<file path="src/rtl/counter_checker_sat_counter.sv">
// Saturating up-counter with synchronous active-low clear.
module sat_counter #(
    parameter int unsigned W = 8
) (
    input  logic         clk,
    input  logic         clr_n,
    input  logic         inc,
    output logic [W-1:0] count
);

    always_ff @(posedge clk) begin
        if (!clr_n) begin
            count <= '0;
        end else if (inc && (count != '1)) begin
            count <= count + W'(1);
        end
    end

endmodule

</file>
<file path="config.mk">
export PLATFORM = sky130hd
export DESIGN_NAME = sat_counter
export DESIGN_NICKNAME = d
export VERILOG_FILES = /design/src/rtl/counter_checker_sat_counter.sv
export SDC_FILE = /design/constraint.sdc
export NUM_CORES = 1
export LEC_CHECK = 0
export ABC_CLOCK_PERIOD_IN_PS = 3300
export CAP_MARGIN = 20
export CORE_AREA = 2 2 39 41
export DETAILED_ROUTE_END_ITERATION = 6
export DIE_AREA = 0 0 41 43
export GPL_TIMING_DRIVEN = 0
export PLACE_DENSITY = 0.67
export SYNTH_ARGS = -nofsm -noshare
export SYNTH_HDL_FRONTEND = slang
export SYNTH_SLANG_ARGS = --single-unit
</file>
<file path="constraint.sdc">
create_clock -name clk -period 3.3 [get_ports clk]
set_input_delay 0.495 -clock clk [delete_from_list [all_inputs] [get_ports clk]]
set_output_delay 0.495 -clock clk [all_outputs]
set_load 0.05 [all_outputs]
</file>
## Yosys cells after proc, flatten, opt, wreduce, memory -nomap -nowiden

Cells that the tools add are included.

- Register bits: 8
- Input bits: 3

- Add/sub/neg operators: 1
- Equal/unequal tests: 1
- Reduce and logical (&&, ||, !) cells: 1

Operators by type and width:

| operator | number |
|---|---|
| $add A8 B1 Y8 const B | 1 |
| $ne A8 B8 Y1 const B | 1 |
| $logic_and A1 B1 Y1 | 1 |

## Logic depth before layout (Yosys ltp)

Gate-level depths: netlist of the first run.

- Depth in word-level cells: 2
- Mapped depth: 4
- Gate-level depth less buffers: 4

## Worst setup path after synthesis of the first run

Ideal clock, no wire load.

- Kind: register -> register
- From: register count[0]
- To: register count[6]
- Library setup time: 0.115 ns
- Arrival: 1.651 ns
- Required time: 3.185 ns
- Path slack: 1.534 ns
- Cell stages (with the launch flop): 5
- Clock period less this slack: 1.766 ns
- Path through: dfxtp_1 ha_1 nand3_1 or4_1 and3_1

- Cells in the longest elaborated chain, start to end: 2

RTL lines:

| element | line | source |
|---|---|---|
| from (decl) | 8 | `output logic [W-1:0] count` |
| from (signal assigned) | 15 | `count <= count + W'(1);` |
| branches (longest 2 deep; another with $add A8 B1 Y8) | - |  |

Several ways; the timed one is not identified.
A chain may end at the register's enable or synchronous reset.

## Worst setup path after layout of the first run

- From: register count[3]
- To: output count[3]

No word-level cell between the ends.

==> flow_summary.json, run 1 <==
{
  "ir_worst_vdd_uv": 168,
  "track_usage": 0.123,
  "drtIter0Drc": 8,
  "num_rows": 14,
  "cts_root_buf": "clkbuf_4",
  "outcome": "completed",
  "synth-edff-count": 0,
  "yosysWarnings": 0,
  "critical-path-top-delay-family": "buffers and inverters",
  "worst_pin_slew_ns": 0.494,
  "leakage_nw": 0.201,
  "cts_repair_resize_count": 0,
  "vias": 408,
  "cp.required_ns": 2.80,
  "syn_nets": 51,
  "setup_viol": 0,
  "hold_path.class": "reg -> reg",
  "cts_hold_buf": 0,
  "worstPathMaxFanout": 8,
  "start_util": 0.292,
  "powerDensity_nw_per_um2": 372,
  "startpoint_type": "flop",
  "ant_nets": 0,
  "top_register": "count",
  "portBuffers": 10,
  "core_sq_um": 1380,
  "switching_share": 0.259,
  "tns_ns": 0,
  "wl_um": 915,
  "synthArstFlopShare": 0,
  "seq_area_frac_synth": 0.396,
  "gp_congestion": 0.779,
  "drv_cap": 0,
  "end_kind": "output pin",
  "io_pins": 11,
  "final_util": 0.395,
  "yosysUniqueCellTypes": 22,
  "max_clock_freq_mhz": 487,
  "synth_cells": 47,
  "firstDrtPassIters": 4,
  "path_clk_slew_ns": 0.05,
  "grt-ovfl-total": 0,
  "hold_violations": 0,
  "cts_buffer_depth": 2,
  "p_seq_frac": 0.504,
  "grt_pass1_vias": 355,
  "p_int_mw": 0.151,
  "die_h_um": 43,
  "postCtsSetupBuffers": 0,
  "synth_common_cells": "8 x dfxtp_1, 6 x nand2_1, 5 x a21oi_1, 3 x nor3_1",
  "antenna_found_initial": 0,
  "wire_per_inst_um": 12.0,
  "fin_nets": 66,
  "synthTopCellsByArea": "dfxtp_1 40%, a21oi_1 6.2%, nand2_1 5.6%, mux2i_1 5.0%, nor3_1 3.7%",
  "largest_register_ffs": 8,
  "critPathBufInv": 1,
  "crit_chain": "clkdlybuf4s50_1",
  "die_width_um": 41,
  "syn_avg_cell_area_sq_um": 8.60,
  "maxSlewHeadroom": 0.669,
  "maxSlewViolCount": 0,
  "drive_gt1_frac": 0.100,
  "synth-main-ff-cell": "dfxtp_1",
  "skew_ns": 0.00101,
  "synth_top_area_frac": 0.396,
  "p_comb_frac": 0.124,
  "synth.most_common_cell": "dfxtp_1",
  "syn_to_final_growth_pct": 35.3,
  "drc": 0,
  "finalCritPeriodShare": 0.623,
  "numCtsBuffers": 3,
  "fillerInstances": 150,
  "p_sw_mw": 0.0527,
  "path_class": "reg -> out",
  "n_antenna_cell": 0,
  "slowest_delay_ns": 0.85,
  "htreeDepth": 1,
  "rsz0062_at_grt": "no",
  "finalCriticalPeriod_ns": 2.06,
  "timing.hold.ws_ns": 0.505,
  "clk_latency_ns": 0.25,
  "syn_area_sq_um": 404,
  "grt_max_degree": 9,
  "yosysTopAreaCell": "dfxtp_1",
  "ys_ff_latch": 8,
  "vias_per_cell": 5.37,
  "critPathArrivalTime_ns": 1.56,
  "cts_sinks": 8,
  "cpMaxStageDelayCell": "clkdlybuf4s50_1",
  "dieArea_sq_um": 1760,
  "dp.final_hpwl_um": 636,
  "top_regs": "count: 8 flops",
  "cts_tree": "built",
  "clockPowerShare": 0.372,
  "grt_pass1_wl_mm": 1.46
}
[cell type report]
| type | instances | area (sq um) | share of cell area |
|---|---|---|---|
| buffer | 1 | 5.00 | 0.00915 |
| multi-input combinational | 36 | 231 | 0.423 |
| clock buffer | 3 | 22.5 | 0.0412 |
| tap | 16 | 20.0 | 0.0366 |
| timing repair buffer | 10 | 100 | 0.183 |
| inverter | 2 | 7.51 | 0.0137 |
| sequential | 8 | 160 | 0.293 |
[routing by layer]
layer | up-vias | wire (um) | global-route usage
met2 | 17 | 407 | 0.169
met4 | 0 | 17 | 0.100
li1 | 208 | - | -
met5 | - | 0 | 0
met3 | 4 | 63 | 0.0314
met1 | 179 | 426 | 0.154
[kinds of logic after synthesis]
kind of cell / share of synthesized area
mux: 0.0495
compound gates: 0.232
fa+ha+maj: 0.0310
flops: 0.396
simple gates: 0.260
buf+inv: 0.0310
[cells in the final DEF (no fill, tap or decap)]
cell and count:
mux2i_1 2, nor3_1 3, nand4_1 2, nand2_1 6, o21bai_1 2, and4_1 1
a311oi_1 1, clkbuf_4 3, ha_1 1, nand2b_1 1, and3_1 2, dfxtp_1 8
a21boi_0 1, a21oi_1 5, clkdlybuf4s50_1 10, a211oi_1 2, buf_2 1, o21ai_0 1
a31oi_1 1, a21boi_2 1, and4_2 1, nand3_1 2, or4_1 1, inv_1 2
[worst paths after layout]
path,from,end,slack (ns),cells past startpoint
setup / recovery,count[3],count[3],1.24,1
hold / removal,count[1],count[1],0.51,2
setup reg to reg,count[0],count[6],1.80,4
hold reg to reg,count[1],count[1],0.51,2
[power by group through the flow]
| stage | clock [mW] | sequential [mW] | combinational [mW] |
|---|---|---|---|
| 2_1_floorplan | 0 | 0.112 | 0.00668 |
| 3_3_place_gp | 0 | 0.104 | 0.0250 |
| 4_1_cts | 0.0791 | 0.102 | 0.0254 |
| 5_1_grt | 0.0822 | 0.103 | 0.0267 |
| 3_5_place_dp | 0 | 0.104 | 0.0252 |
| 6_report | 0.0757 | 0.102 | 0.0251 |
[per-stage QoR]
step           instances  area, sq um  setup slack, ns  total power, mW
2_1_floorplan         47          404             1.53            0.119
3_3_place_gp          73          524             1.42            0.129
3_5_place_dp          73          524             1.39            0.130
4_1_cts               76          547             1.23            0.207
5_1_grt               76          547             1.16            0.212
6_report              76          547             1.24            0.203
No activity file was read; power rests on OpenSTA's default activity.
==> inputs of run 2 (changes only) <==
ABC_CLOCK_PERIOD_IN_PS = 2090   (was 3300)
clock period = 2.09 ns   (was 3.3 ns; I/O delays follow)
==> results of run 2 <==
The final DEF is identical to that of run 1. Status: completed.
Main changes from that run: setup slack after placement 1.39 ns -> 0.364 ns; setup slack after layout 1.24 ns -> 0.216 ns; register-to-register setup slack 1.80 ns -> 0.59 ns; total power 0.203 mW -> 0.321 mW; worst IR drop on VDD 168 uV -> 265 uV
==> variant, RTL diff (config.mk and constraints of run 2) <==
Put one more register stage on the output `count`. The value now appears one clock later.
--- a/src/rtl/counter_checker_sat_counter.sv
+++ b/src/rtl/counter_checker_sat_counter.sv
@@ -8,12 +8,18 @@
     output logic [W-1:0] count
 );
 
+    logic [W-1:0] count_s0;
+
     always_ff @(posedge clk) begin
         if (!clr_n) begin
-            count <= '0;
-        end else if (inc && (count != '1)) begin
-            count <= count + W'(1);
+            count_s0 <= '0;
+        end else if (inc && (count_s0 != '1)) begin
+            count_s0 <= count_s0 + W'(1);
         end
+    end
+
+    always_ff @(posedge clk) begin
+        count <= count_s0;
     end
 
 endmodule
Check against the original RTL: not equivalent (Yosys sat finds a counterexample within 4 cycles, from zero or initial values).
==> variant against run 2 <==
Synthesized cell count is 17% higher. Critical path depth unchanged. Die area unchanged. Area after synthesis up 40%. Fmax up 9.7%. Setup slack better by 170 ps. Sequential cell count is 8 higher. Count of clock-buffer cells in the layout is 1 higher. Total power up 73%. Design area rose by 32%. Routed wire length grew 1.6%.
==> variant: results (changes against run 2) <==
stage	metric	value	unit	change
critical_path	crit path DAT	1390	ps	-170 ps
detailed_routing	DRT met1 WL	467	um	+9.6%
global_route	GR Layer Usage met1	0.211		+0.0569
final_layout	Largest regs	count x8, count_s0 x8		
sta	Slew HR	0.665		-0.00462
final_layout	fin nets	74		+12%
min_path	Hold Crit Start	count_s0[6]		
yosys	Post-synth top flop	dfxtp_1		
min_path	Hold Crit Depth	0		-2
pwr	leakage power figure	0.273	nW	+36%
final_layout	layout cells sized above 1	0.101		+0.00145
outcome	status	completed		
detailed_routing	Initial DRT Pass Iterations	3		-1
placed_design	post-placement setup slack	374	ps	+10.3 ps
detailed_routing	Vias	444		+8.8%
global_route	largest net degree at the start of global routing	10		+1
critical_path	worst setup path start	count[1]		
detailed_routing	DR WL met3	39	um	-38%
pwr	Pint	0.434	mW	+83%
yosys	register area share after synthesis	0.568		+0.171
critical_path	worst-path maximum fanout	1		-7
clock_tree	clk_lat worst skew	280	ps	+30 ps
detailed_routing	met2 routed WL	396	um	-2.7%
sta	Final Skew	0.929	ps	-0.0830 ps
yosys	syn nets	59		+16%
detailed_routing	WL/cell	10.9	um	-9.1%
global_route	vias in the first global route	396		+12%
detailed_routing	drt first-iter violations	4		-4
critical_path	Worst R2R Start	count_s0[0]		
pwr	Max IR drop VDD	343	uV	+30%
clock_tree	Reg clk slew, reported paths	90	ps	+40 ps
yosys	synth cell count leaders	16 x dfxtp_1, 6 x nand2_1, 5 x a21oi_1		
global_route	Tot GR Track Use	0.141		+0.0172
==> variant: cell types whose count changed after synthesis, sizes merged <==
cell   delta
dfxtp     +8
==> variant: metrics by stage <==
stage	power, mW	hold slack (ps)	cells	utilization	area, sq um
2_1_floorplan	0.348	360	55	-	564
3_3_place_gp	0.365	380	81	0.495	684
3_5_place_dp	0.366	380	81	0.495	684
4_1_cts	0.564	393	85	0.521	721
5_1_grt	0.586	409	85	0.521	721
6_report	0.555	394	85	0.521	721
==> variant: path summary, 6_finish.rpt <==
check        slack [ps]           to
min                 390     count[6]
max                 380     count[1]
max reg2reg         590  count_s0[6]
min reg2reg         390     count[6]
==> variant: layout make-up <==
| cell class | instances | area (sq um) |
|---|---|---|
| multi-input cells | 36 | 231 |
| flip-flops and latches | 16 | 320 |
| well taps | 16 | 20.0 |
| fillers | 136 | 663 |
| repair buffers | 10 | 100 |
| plain buffers | 1 | 5.00 |
| inverters | 2 | 7.51 |
| clock buffers | 4 | 36.3 |
==> variant: power groups by stage <==
stage	registers [mW]	clock network (mW)	logic, mW
after detailed placement	0.326	0	0.0398
after global placement	0.326	0	0.0395
after floorplan	0.338	0	0.0105
after CTS	0.319	0.205	0.0401
after global routing	0.320	0.222	0.0439
final	0.318	0.197	0.0398
==> variant: cell families (layout without fill, tap and decap cells) <==
family / count (synthesis) / after routing / synth area share
muxes: 2 / 2 / 0.0355
AOI/OAI and AO/OA: 14 / 14 / 0.166
and+or+nand+nor: 19 / 19 / 0.186
DFF: 16 / 16 / 0.568
buffers and inverters: 3 / 17 / 0.0222
adders and majority gates: 1 / 1 / 0.0222
